===== config.mk =====
export PLATFORM = sky130hd
export DESIGN_NAME = btn_debounce
export DESIGN_NICKNAME = d
export VERILOG_FILES = /design/src/rtl/btn_debounce_pkg.sv /design/src/rtl/btn_debounce_sync_2ff.sv /design/src/rtl/btn_debounce.sv
export SDC_FILE = /design/constraint.sdc
export NUM_CORES = 1
export LEC_CHECK = 0
export BUFFER_PORTS_ARGS = -buffer_cell sky130_fd_sc_hd__clkbuf_2
export CAP_MARGIN = 20
export CORE_MARGIN = 2
export CORE_UTILIZATION = 40
export DETAILED_ROUTE_END_ITERATION = 10
export GPL_ROUTABILITY_DRIVEN = 0
export SYNTH_ARGS = -nofsm -noshare
export SYNTH_HDL_FRONTEND = slang
export SYNTH_SLANG_ARGS = --single-unit
export TNS_END_PERCENT = 1

===== constraint.sdc =====
create_clock -name clk -period 4.3 [get_ports clk]
set_input_delay 0.86 -clock clk [delete_from_list [all_inputs] [get_ports clk]]
set_output_delay 0.86 -clock clk [all_outputs]
set_load 0.03 [all_outputs]

===== src/rtl/btn_debounce_pkg.sv =====
// Shared FSM state type and default timing constants for the push-button debouncer.
package btn_pkg;

    typedef enum logic [1:0] {
        RELEASED,
        PRESS_WAIT,
        PRESSED,
        RELEASE_WAIT
    } state_t;

    localparam int unsigned DEF_DEBOUNCE_CYCLES   = 270000;
    localparam int unsigned DEF_LONG_PRESS_CYCLES = 13500000;

endpackage


===== src/rtl/btn_debounce_sync_2ff.sv =====
// Two-flop synchronizer with a configurable reset value.
module sync_2ff #(
    parameter int unsigned           WIDTH   = 1,
    parameter logic [WIDTH-1:0]      RST_VAL = '1
) (
    input  logic             clk,
    input  logic             rst,
    input  logic [WIDTH-1:0] d,
    output logic [WIDTH-1:0] q
);

    logic [WIDTH-1:0] meta;

    always_ff @(posedge clk) begin
        if (rst) begin
            meta <= RST_VAL;
            q    <= RST_VAL;
        end else begin
            meta <= d;
            q    <= meta;
        end
    end

endmodule


===== src/rtl/btn_debounce.sv =====
// Push-button debouncer with press/release/long-press strobes and a press counter.
module btn_debounce
    import btn_pkg::*;
#(
    parameter int unsigned DEBOUNCE_CYCLES   = DEF_DEBOUNCE_CYCLES,
    parameter int unsigned LONG_PRESS_CYCLES = DEF_LONG_PRESS_CYCLES
) (
    input  logic       clk,
    input  logic       rst,
    input  logic       btn_n,
    output logic       btn_level,
    output logic       press_pulse,
    output logic       release_pulse,
    output logic       long_press_pulse,
    output logic [7:0] press_count
);

    localparam int unsigned DW = $clog2(DEBOUNCE_CYCLES) + 1;
    localparam int unsigned HW = $clog2(LONG_PRESS_CYCLES) + 1;

    logic          btn_sync;
    logic          raw_pressed;
    state_t        state;
    logic [DW-1:0] db_cnt;
    logic [HW-1:0] hold_cnt;

    sync_2ff #(
        .WIDTH   (1),
        .RST_VAL (1'b1)
    ) u_sync (
        .clk (clk),
        .rst (rst),
        .d   (btn_n),
        .q   (btn_sync)
    );

    assign raw_pressed = ~btn_sync;

    always_ff @(posedge clk) begin
        if (rst) begin
            state            <= RELEASED;
            db_cnt           <= '0;
            hold_cnt         <= '0;
            btn_level        <= 1'b0;
            press_pulse      <= 1'b0;
            release_pulse    <= 1'b0;
            long_press_pulse <= 1'b0;
            press_count      <= '0;
        end else begin
            press_pulse      <= 1'b0;
            release_pulse    <= 1'b0;
            long_press_pulse <= 1'b0;

            // Hold time keeps running through a release glitch so long-press fires once per press.
            if (state == PRESSED || state == RELEASE_WAIT) begin
                if (hold_cnt == HW'(LONG_PRESS_CYCLES - 1))
                    long_press_pulse <= 1'b1;
                if (hold_cnt != HW'(LONG_PRESS_CYCLES))
                    hold_cnt <= hold_cnt + HW'(1);
            end

            case (state)
                RELEASED: begin
                    if (raw_pressed) begin
                        state  <= PRESS_WAIT;
                        db_cnt <= '0;
                    end
                end
                PRESS_WAIT: begin
                    if (!raw_pressed) begin
                        state <= RELEASED;
                    end else if (db_cnt == DW'(DEBOUNCE_CYCLES - 1)) begin
                        state       <= PRESSED;
                        btn_level   <= 1'b1;
                        press_pulse <= 1'b1;
                        press_count <= press_count + 8'd1;
                        hold_cnt    <= '0;
                    end else begin
                        db_cnt <= db_cnt + DW'(1);
                    end
                end
                PRESSED: begin
                    if (!raw_pressed) begin
                        state  <= RELEASE_WAIT;
                        db_cnt <= '0;
                    end
                end
                RELEASE_WAIT: begin
                    if (raw_pressed) begin
                        state <= PRESSED;
                    end else if (db_cnt == DW'(DEBOUNCE_CYCLES - 1)) begin
                        state         <= RELEASED;
                        btn_level     <= 1'b0;
                        release_pulse <= 1'b1;
                    end else begin
                        db_cnt <= db_cnt + DW'(1);
                    end
                end
                default: state <= RELEASED;
            endcase
        end
    end

endmodule


Word level (Yosys, flattened, before mapping) --
Cells that the tools add are included.
Operators by class: add/subtract/negate cells 3, equal/unequal tests 14, multiplexer cells 25, bitwise operators 4, reductions and logical operators 10
Operator list (count):
- $mux W25 | 5
- $mux W20 | 5
- $pmux W20 S4 | 1
- $add A25 B1 Y25 const B | 1
- $eq A25 B24 Y1 const B | 1
- $ne A25 B24 Y1 const B | 1
- $add A20 B1 Y20 const B | 1
- $eq A20 B19 Y1 const B | 1
- $mux W2 | 6
- $add A8 B1 Y8 const B | 1
- $pmux W2 S4 | 1
- $reduce_and A4 Y1 | 2
- $mux W1 | 6
- $ne A2 B1 Y1 const B | 3
- $ne A2 B2 Y1 const B | 3
- $reduce_or A3 Y1 | 2
- $reduce_and A5 Y1 | 1
- $eq A2 B2 Y1 const B | 2
- $not A1 Y1 | 4
- $ne A3 B2 Y1 const B | 1
- $ne A3 B3 Y1 const B | 1
- $reduce_and A3 Y1 | 1
- $eq A2 B1 Y1 const B | 1
- $logic_not A2 Y1 | 1
- 4 further kinds | 4
Word-level totals: register bits 61, input port bits 3, output and inout bits 12, word-level logic and storage cells 66

Depth between registers and ports, before layout --
Gate-level depths: netlist (run 1).
word-level depth 6, depth in mapped cells 9, mapped depth without buffers 7

Cells and area by module --
A second synthesis (run 1) with hierarchy kept.
Second synthesis, totals: cell total of the unflattened synthesis 337, area, all modules 2886.5 um2
By module, submodules not included:
- btn_debounce | times used 1, cells an instance 333, area each 2834.0 um2, seq. area each 1181.1 um2
- sync_2ff | times used 1, cells an instance 4, area each 52.6 um2, seq. area each 40.0 um2

Worst setup path before layout (run 1) --
Ideal clock, no wire load.
kind register to register, start point register db_cnt[6], end point register press_count[5], setup time 0.121 ns, arrival time 2.084 ns, required time 4.179 ns, slack 2.095 ns, stages on the path, launching flop included 7, buffers on the path 2, period minus slack after synthesis 2.205 ns, cell sequence dfxtp_1 > or4_1 > buf_2 > or4_1 > buf_2 > nor3_1 > mux2_2
Between the ends: longest elaborated chain between the ends 2
RTL lines:
- start: declaration | line btn_debounce.sv:24 | logic [DW-1:0] db_cnt;
- start signal: assignment | line btn_debounce.sv:79 | db_cnt <= db_cnt + DW'(1);
- start signal: assignment | line btn_debounce.sv:96 | db_cnt <= db_cnt + DW'(1);
- $eq A20 B19 Y1 | line btn_debounce.sv:72 | end else if (db_cnt == DW'(DEBOUNCE_CYCLES - 1)) begin
- $reduce_and A3 Y1 (no line)
- end signal: assignment | line btn_debounce.sv:76 | press_count <= press_count + 8'd1;
- end: declaration | line btn_debounce.sv:15 | output logic [7:0] press_count
Every way passes these cells. A chain may end at the register's enable or synchronous reset.

Final worst setup path (run 1) --
start point register db_cnt[0], end point register hold_cnt[14]
Between the ends: longest elaborated chain between the ends 4
RTL lines:
- $eq A20 B19 Y1 | line btn_debounce.sv:72
- $mux W25 | line btn_debounce.sv:72
- $mux W25 | line btn_debounce.sv:70 | if (!raw_pressed) begin
- $mux W25 | line btn_debounce.sv:62 | case (state)
- end signal: assignment | line btn_debounce.sv:59 | hold_cnt <= hold_cnt + HW'(1);
- end: declaration | line btn_debounce.sv:25 | logic [HW-1:0] hold_cnt;
Every way passes these cells.

==> results.sh, run 1 <==
export IMPL_cp_data_arrival_time_ns=2.84
export IMPL_vias_per_cell=5.14
export IMPL_cts_root_buffer="clkbuf_8"
export IMPL_path_class="reg2reg"
export IMPL_antenna_found_initial=0
export IMPL_critPathBufInv=0
export IMPL_dr_pass1_iters=4
export IMPL_critical_path_max_fanout=25
export IMPL_grt_overflow=0
export IMPL_hpwl_mm=3.54
export IMPL_post_cts_setup_buffers=0
export IMPL_fin_tns_setup_ns=0
export IMPL_crit_required_ns=4.48
export IMPL_first_global_vias=2091
export IMPL_relSlewSlack=0.360
export IMPL_die_area_um2=7610
export IMPL_synth_edf_count=0
export IMPL_portBuffers=14
export IMPL_ys_types=37
export IMPL_largest_register="hold_cnt"
export IMPL_cp_slowest_stage_delay_ns=0.74
export IMPL_min_period_over_period=0.619
export IMPL_grt_pass1_wl_mm=9.20
export IMPL_worstSetupEndpointType="register"
export IMPL_max_freq_mhz=376
export IMPL_syn_area_um2=2770
export IMPL_avgSynthCellArea_um2=8.53
export IMPL_yosysSeqAreaShare=0.440
export IMPL_tightest_slew_ns=0.960
export IMPL_crit_family="simple AND/OR/NAND/NOR gates"
export IMPL_ir_drop_mv=0.182
export IMPL_clock_latency_ns=0.33
export IMPL_largest_reg_flops=25
export IMPL_num_antenna_cells=0
export IMPL_synth_top_cell_area_share=0.440
export IMPL_timing_final_crit_period_ns=2.66
export IMPL_grtUsageTotal=0.152
export IMPL_skew_ns=0.00817
export IMPL_die_y_um=87.3
export IMPL_yosys_warnings=0
export IMPL_synth_top_area_cell="dfxtp_1"
export IMPL_ys_flop_type="dfxtp_1"
export IMPL_cts_buffers=9
export IMPL_cap_viol_max_count=0
export IMPL_cts_clk_slew_worst_paths_ns=0.07
export IMPL_finish_utilization=0.459
export IMPL_async_flop_share=0
export IMPL_maxSlewViolCount=0
export IMPL_syn_nets=332
export IMPL_finalHoldViolCount=0
export IMPL_p_per_area_nw_per_um2=355
export IMPL_htree_levels=3
export IMPL_cts_sinks=61
export IMPL_setup_viol=0
export IMPL_coreArea_um2=6760
export IMPL_start_util=0.410
export IMPL_route_met3_wl_um=139
export IMPL_post_drt_wl_per_cell_um=12.1
export IMPL_yosys_register_bits=61
export IMPL_layout_drive_gt1_share=0.110
export IMPL_dr_total_vias=2183
export IMPL_power_leakage_nw=1.08
export IMPL_die_x_um=87.3
export IMPL_synth_area_leaders="dfxtp_1, nor2_1, xnor2_1"
export IMPL_path_cells="ha_1, and4_1, nand4b_2, or4_1, nand2b_1, nor2_1"
export IMPL_ios=15
export IMPL_route_detailed_drc=0
export IMPL_top_regs="hold_cnt x25, db_cnt x20, press_count x8"
export IMPL_synthToLayoutAreaGrowth_pct=12.0
export IMPL_synth_cells=325
export IMPL_nets=347
export IMPL_slowest_stage="nand2b_1"
export IMPL_rows=30
export IMPL_holdBufCountCts=0
export IMPL_cts_resized=0
export IMPL_wl_met2_mm=2.28
export IMPL_ant_nets=0
export IMPL_cts_path_max_buffers=2
export IMPL_highest_layer="met4"
export IMPL_grt_max_degree=27
export IMPL_outcome="completed"
export IMPL_synth_common_cells="dfxtp_1, nor2_1, nand2_1"
export IMPL_hold_slack_ns=0.430
export IMPL_routedLengthMet1_mm=2.65
export IMPL_rsz0062_at_grt="false"
export IMPL_wirelength_mm=5.13
export IMPL_drtIter0Drc=89
export IMPL_cts_tree="yes"
export IMPL_startpoint_type="register"
export IMPL_min_delay_path_class="reg2reg"
area by class of cell:
type                    count  area, µm²
clock buffers              13        159
clock inverters             3       43.8
fillers                   647       3650
inverters                   7       26.3
multi-input cells         246       1480
flip-flops and latches     61       1220
well taps                  80        100
repair buffers             15       77.6
cells in the final DEF, fill, tap and decap left out, drive strengths merged, types with 3 or more instances in the layout:
| master | Yosys | final |
|---|---|---|
| a21oi | 8 | 8 |
| or4 | 5 | 5 |
| or3 | 5 | 5 |
| and3 | 4 | 4 |
| xnor2 | 22 | 22 |
| dfxtp | 61 | 61 |
| ha | 4 | 4 |
| clkbuf | 5 | 27 |
| nand4 | 18 | 18 |
| or2 | 3 | 3 |
| nand2 | 30 | 30 |
| xor2 | 19 | 19 |
| and4 | 4 | 4 |
| nor3 | 12 | 12 |
| nor2 | 61 | 61 |
| o21ai | 6 | 6 |
| nor4b | 5 | 5 |
| nor4 | 7 | 7 |
| inv | 7 | 7 |
| nand3 | 10 | 10 |
| nor2b | 3 | 3 |
routing by layer:
metal,GRT usage,vias up
li1,-,1160
met1,0.191,1000
met2,0.234,19
met3,0.0578,4
met4,0.0615,0
met5,0,-
where the power goes:
part	switching, mW	leakage [nW]	total, mW	internal (mW)
Sequential	0.00228	0.492	0.570	0.568
Combinational	0.0175	0.480	0.0239	0.00637
Clock	0.210	0.104	0.509	0.300
Total	0.229	1.08	1.10	0.874
logic make-up (layout without fill, tap and decap cells):
family / count (synthesis) / count (layout) / share of synthesized area
and+or+nand+nor: 174 / 174 / 0.319
buffers and inverters: 18 / 38 / 0.0271
xor gates and xnor gates: 41 / 41 / 0.130
DFF: 61 / 61 / 0.440
muxes: 4 / 4 / 0.0153
adders and majority gates: 4 / 4 / 0.0181
AOI/OAI and AO/OA: 23 / 23 / 0.0505
metrics by stage:
step	power [mW]	area (µm²)	setup slack, ns	cells
global placement	0.607	2900	1.65	409
CTS	1.13	3100	1.60	425
floorplan	0.600	2770	2.09	325
global route	1.15	3100	1.35	425
finish	1.10	3100	1.64	425
detailed placement	0.607	2900	1.62	409
final timing paths:
check	startpoint	endpoint	slack, ns	cells past startpoint
max	db_cnt[0]$_SDFFE_PP0P_	hold_cnt[14]$_SDFF_PP0_	1.64	6
min reg2reg	u_sync.meta$_SDFF_PP1_	u_sync.q$_SDFF_PP1_	0.43	1
min	u_sync.meta$_SDFF_PP1_	u_sync.q$_SDFF_PP1_	0.43	1
max reg2reg	db_cnt[0]$_SDFFE_PP0P_	hold_cnt[14]$_SDFF_PP0_	1.64	6
Note: power is estimated with default switching activity, not from simulation.
==> run 2: changes to the inputs <==
==> constraint.sdc (replaced) <==
create_clock -name clk -period 2.4 [get_ports clk]
set_input_delay 0.48 -clock clk [delete_from_list [all_inputs] [get_ports clk]]
set_output_delay 0.48 -clock clk [all_outputs]
set_load 0.03 [all_outputs]
==> run 2 against run 1 <==
Compared with the run above:
- clock skew decreased by 0.00069 ns
- wire length grew 4.4%
- maximum frequency up 25%
- worst setup slack got worse by 1.4 ns
- clock power grew 74%
- critical path depth stayed put
- cell area increased by 3.6%
- register-to-register slack worse by 1.4 ns
- hold slack lost 0.11 ns
- critical path type unchanged
- largest power group unchanged
- highest routed layer unchanged
==> results.sh, run 2 (synthesis results as in run 1) <==
export IMPL_wirelength_mm=5.36
export IMPL_die_y_um=87.3
export IMPL_swShare=0.214
export IMPL_highest_layer="met4"
export IMPL_htree_levels=3
export IMPL_ir_drop_mv=0.311
export IMPL_largest_register="hold_cnt"
export IMPL_min_period_over_period=0.885
export IMPL_timing_final_crit_period_ns=2.12
export IMPL_rsz0062_at_grt="false"
export IMPL_tightest_slew_ns=0.595
export IMPL_finish_utilization=0.476
export IMPL_ant_nets=0
export IMPL_p_switching_mw=0.418
export IMPL_outcome="completed"
export IMPL_power_internal_mw=1.54
export IMPL_hpwl_mm=3.69
export IMPL_cts_clk_slew_worst_paths_ns=0.07
export IMPL_multi_input_area_um2=1480
export IMPL_start_util=0.410
export IMPL_startpoint_type="register"
export IMPL_fin_tns_setup_ns=0
export IMPL_power_leakage_nw=1.14
export IMPL_route_detailed_drc=0
export IMPL_coreArea_um2=6760
export IMPL_antenna_found_initial=0
export IMPL_wl_met2_mm=2.38
export IMPL_routedLengthMet1_mm=2.66
export IMPL_post_drt_wl_per_cell_um=12.2
export IMPL_r2r_slack_ns=0.28
export IMPL_cts_tree="yes"
export IMPL_n_fill_cell=664
export IMPL_relSlewSlack=0.600
export IMPL_vias_per_cell=5.15
export IMPL_nets=361
export IMPL_grt_max_degree=27
export IMPL_dr_pass1_iters=4
export IMPL_critical_path_max_fanout=8
export IMPL_grt_overflow=0
export IMPL_route_met3_wl_um=237
export IMPL_cts_buffers=9
export IMPL_first_global_vias=1976
export IMPL_dr_total_vias=2261
export IMPL_die_x_um=87.3
export IMPL_ios=15
export IMPL_maxSlewViolCount=0
export IMPL_path_class="reg2reg"
export IMPL_top_regs="hold_cnt x25, db_cnt x20, press_count x8"
export IMPL_power_frac_clock=0.452
export IMPL_largest_reg_flops=25
export IMPL_cts_sinks=61
export IMPL_worstSetupEndpointType="register"
export IMPL_final_cell_mix="nor2_1, dfxtp_1, nand2_1"
export IMPL_post_cts_setup_buffers=0
export IMPL_min_delay_path_class="in2reg"
export IMPL_cp_data_arrival_time_ns=2.35
export IMPL_pwr_share_comb=0.026
export IMPL_num_antenna_cells=0
export IMPL_skew_ns=0.00747
export IMPL_synthToLayoutAreaGrowth_pct=16.0
export IMPL_layout_drive_gt1_share=0.148
export IMPL_cap_viol_max_count=0
export IMPL_die_area_um2=7610
export IMPL_finalHoldViolCount=0
export IMPL_clock_latency_ns=0.33
export IMPL_setup_viol=0
export IMPL_cts_path_max_buffers=2
export IMPL_rows=30
export IMPL_portBuffers=14
export IMPL_seqCellArea_um2=1220
export IMPL_drtIter0Drc=114
export IMPL_p_per_area_nw_per_um2=609
export IMPL_cts_root_buffer="clkbuf_8"
export IMPL_grt_pass1_wl_mm=9.11
export IMPL_crit_required_ns=2.63
export IMPL_grtUsageTotal=0.153
export IMPL_p_seq_frac=0.521
export IMPL_max_freq_mhz=471
-- run 2: timing repair --
| item | in CTS | in global routing |
|---|---|---|
| resized for setup | 0 | 1 |
| hold buffers | 0 | 0 |
| setup endpoints to repair | 0 | 1 |
-- run 2: critical path, cell delays in order (launching register included) --
cell and delay [ns]:
dfxtp_1 0.37, ha_1 0.21, and4_1 0.27, nand4b_2 0.12, or4_4 0.48, nor3_1 0.22
mux2_2 0.35
-- run 2: layout make-up --
| class | count | area share |
|---|---|---|
| sequential | 61 | 0.380 |
| timing repair buffer | 29 | 0.0607 |
| inverter | 7 | 0.00817 |
| clock buffer | 12 | 0.0451 |
| multi-input combinational | 246 | 0.460 |
| tap | 80 | 0.0311 |
| clock inverter | 4 | 0.0148 |
-- run 2: path summary, 6_finish.rpt --
| check | end | from | depth (start not counted) |
|---|---|---|---|
| max | press_count[5]$_SDFFE_PP0P_ | db_cnt[0]$_SDFFE_PP0P_ | 6 |
| min | u_sync.meta$_SDFF_PP1_ | btn_n | 2 |
| max reg2reg | press_count[5]$_SDFFE_PP0P_ | db_cnt[0]$_SDFFE_PP0P_ | 6 |
| min reg2reg | u_sync.q$_SDFF_PP1_ | u_sync.meta$_SDFF_PP1_ | 1 |
-- run 2: power groups by stage --
stage | Combinational, mW | Sequential (mW) | Clock, mW
after global routing | 0.0565 | 1.02 | 0.960
after floorplan | 0.0278 | 1.05 | 0
after detailed placement | 0.0515 | 1.04 | 0
after global placement | 0.0511 | 1.04 | 0
final | 0.0513 | 1.02 | 0.886
after CTS | 0.0520 | 1.02 | 0.910
-- run 2: routing by layer --
layer / vias up / track usage
met5: - / 0
met4: 0 / 0.0573
met3: 7 / 0.0540
met2: 32 / 0.227
met1: 1040 / 0.203
li1: 1182 / -
-- run 2: per-stage QoR --
| stage | cells | power [mW] | worst slack [ns] | hold WS [ns] | instance area [µm²] |
|---|---|---|---|---|---|
| finish | 439 | 1.96 | 0.275 | 0.325 | 3220 |
| global route | 439 | 2.04 | 0.0901 | 0.317 | 3220 |
| CTS | 439 | 1.98 | 0.181 | 0.318 | 3210 |
| detailed placement | 423 | 1.09 | 0.173 | 0.402 | 3020 |
| global placement | 423 | 1.09 | 0.221 | 0.407 | 3020 |
| floorplan | 325 | 1.08 | 0.195 | 0.389 | 2770 |
==> run 3: changes to the inputs <==
--- a/config.mk
+++ b/config.mk
@@ -5,11 +5,11 @@
 export SDC_FILE = /design/constraint.sdc
 export NUM_CORES = 1
 export LEC_CHECK = 0
-export BUFFER_PORTS_ARGS = -buffer_cell sky130_fd_sc_hd__clkbuf_2
 export CAP_MARGIN = 20
 export CORE_MARGIN = 2
 export CORE_UTILIZATION = 40
 export DETAILED_ROUTE_END_ITERATION = 10
+export DONT_BUFFER_PORTS = 1
 export GPL_ROUTABILITY_DRIVEN = 0
 export SYNTH_ARGS = -nofsm -noshare
 export SYNTH_HDL_FRONTEND = slang
==> run 3 against run 2 <==
Compared with the run above:
- worst setup slack lost 0.013 ns
- via count shrank 2.3%
- hold slack lost 0.12 ns
- die area is the same
- sequential power is essentially flat
- global-route usage grew 0.39 points
- cell area is essentially flat
- final cell count shrank 3.4%
- wire length shrank 0.80%
- sequential share of layout area is essentially flat
- combinational power shrank 36%
- critical endpoint unchanged
- largest power group is now the clock network
==> results.sh, run 3 (synthesis results as in run 1) <==
export IMPL_cts_tree="yes"
export IMPL_maxSlewViolCount=0
export IMPL_whs_path_depth=1
export IMPL_coreArea_um2=6760
export IMPL_r2r_cells=6
export IMPL_setup_slack_ns=0.262
export IMPL_nets=346
export IMPL_tightest_slew_ns=0.622
export IMPL_fin_tns_setup_ns=0
export IMPL_largest_register="hold_cnt"
export IMPL_largest_reg_flops=25
export IMPL_ios=15
export IMPL_skew_ns=0.00993
export IMPL_path_class="reg2reg"
export IMPL_outcome="completed"
export IMPL_first_global_vias=2091
export IMPL_clock_latency_ns=0.34
export IMPL_startpoint_type="register"
export IMPL_fin_total_pwr_mw=2.28
export IMPL_pre_cts_ws_ns=0.196
export IMPL_vias_per_cell=5.21
export IMPL_holdBufCountCts=0
export IMPL_grt_pass1_wl_mm=9.40
export IMPL_regToRegStartpoint="db_cnt[0]$_SDFFE_PP0P_"
export IMPL_htree_levels=3
export IMPL_synthToLayoutAreaGrowth_pct=16.0
export IMPL_grt_max_degree=27
export IMPL_crit_required_ns=2.63
export IMPL_ir_drop_mv=0.343
export IMPL_die_area_um2=7610
export IMPL_setup_worst_path_start="db_cnt[0]$_SDFFE_PP0P_"
export IMPL_critical_path_max_fanout=8
export IMPL_p_per_area_nw_per_um2=708
export IMPL_dr_pass1_iters=5
export IMPL_max_freq_mhz=468
export IMPL_setup_viol=0
export IMPL_timing_final_crit_period_ns=2.14
export IMPL_r2r_end="press_count[5]$_SDFFE_PP0P_"
export IMPL_post_drt_wl_per_cell_um=12.5
export IMPL_portBuffers=0
export IMPL_ant_nets=0
export IMPL_num_antenna_cells=0
export IMPL_hold_slack_ns=0.204
export IMPL_die_x_um=87.3
export IMPL_r2r_slack_ns=0.26
export IMPL_grt_overflow=0
export IMPL_hpwl_mm=3.60
export IMPL_wirelength_mm=5.31
export IMPL_die_y_um=87.3
export IMPL_final_cell_mix="nor2_1, dfxtp_1, nand2_1"
export IMPL_grtUsageTotal=0.156
export IMPL_cts_buffers=9
export IMPL_cts_root_buffer="clkbuf_8"
export IMPL_cp_data_arrival_time_ns=2.37
export IMPL_rsz0062_at_grt="false"
export IMPL_cap_viol_max_count=0
export IMPL_cts_path_max_buffers=2
export IMPL_n_fill_cell=660
export IMPL_cts_clk_slew_worst_paths_ns=0.07
export IMPL_cts_sinks=61
export IMPL_relSlewSlack=0.582
export IMPL_power_leakage_nw=1.12
export IMPL_worstSetupEndpointType="register"
export IMPL_route_detailed_drc=0
export IMPL_min_period_over_period=0.891
export IMPL_finalHoldViolCount=0
export IMPL_layout_drive_gt1_share=0.116
export IMPL_start_util=0.410
export IMPL_drtIter0Drc=119
export IMPL_antenna_found_initial=0
export IMPL_rows=30
export IMPL_top_regs="hold_cnt x25, db_cnt x20, press_count x8"
export IMPL_crit_end="press_count[5]$_SDFFE_PP0P_"
export IMPL_min_delay_path_class="in2reg"
export IMPL_dr_total_vias=2209
## run 3: changes by cell type in the layout (fill, tap and decap cells not counted)
| cell | before | now |
|---|---|---|
| clkinv_4 | 0 | 1 |
| clkbuf_2 | 14 | 0 |
| clkbuf_1 | 2 | 0 |
| bufinv_16 | 1 | 4 |
| clkinvlp_4 | 1 | 0 |
| clkinv_2 | 2 | 1 |
| buf_4 | 14 | 13 |
## run 3: final cells by class
| class | instances | area, µm² | area share |
|---|---|---|---|
| flip-flops and latches | 61 | 1220 | 0.380 |
| well taps | 80 | 100 | 0.0311 |
| clock buffers | 10 | 138 | 0.0428 |
| clock inverters | 6 | 134 | 0.0416 |
| inverters | 7 | 26.3 | 0.00817 |
| multi-input cells | 246 | 1480 | 0.460 |
| repair buffers | 14 | 118 | 0.0366 |
## run 3: metal layers
| layer | wire (µm) | share of wire | track usage |
|---|---|---|---|
| met4 | 62 | 0.012 | 0.0587 |
| met5 | 0 | 0 | 0 |
| met1 | 2740 | 0.51 | 0.206 |
| met2 | 2340 | 0.44 | 0.227 |
| met3 | 176 | 0.033 | 0.0664 |
## run 3: worst max-delay path, cell delays in order (launching register included)
cell and delay [ns]:
dfxtp_1 0.37, ha_1 0.22, and4_1 0.26, nand4b_2 0.12
or4_4 0.48, nor3_1 0.22, mux2_2 0.35
## run 3: how the worst min path moves through the flow
| stage | to | start | slack, ns |
|---|---|---|---|
| after floorplan | u_sync.q$_SDFF_PP1_ | u_sync.meta$_SDFF_PP1_ | 0.39 |
| after global placement | u_sync.q$_SDFF_PP1_ | u_sync.meta$_SDFF_PP1_ | 0.40 |
| after detailed placement | u_sync.q$_SDFF_PP1_ | u_sync.meta$_SDFF_PP1_ | 0.40 |
| after CTS | press_count[7]$_SDFFE_PP0P_ | rst | 0.18 |
| after global routing | press_count[1]$_SDFFE_PP0P_ | rst | 0.18 |
| final | press_count[1]$_SDFFE_PP0P_ | rst | 0.20 |
## run 3: timing repair
action	CTS	global route
gates resized for setup	0	1
setup buffers	0	0
endpoints found under the setup margin	0	1
## run 3: power breakdown
part / switching (mW) / internal (mW)
logic: 0.0203 / 0.0128
clock network: 0.395 / 0.823
registers: 0.0103 / 1.02
## run 3: per-stage QoR
step | std cells | instance area (µm²) | utilization
3_5_place_dp | 408 | 2940 | 0.435
3_3_place_gp | 408 | 2940 | 0.435
5_1_grt | 424 | 3220 | 0.476
6_report | 424 | 3220 | 0.476
4_1_cts | 424 | 3210 | 0.476
2_1_floorplan | 325 | 2770 | -
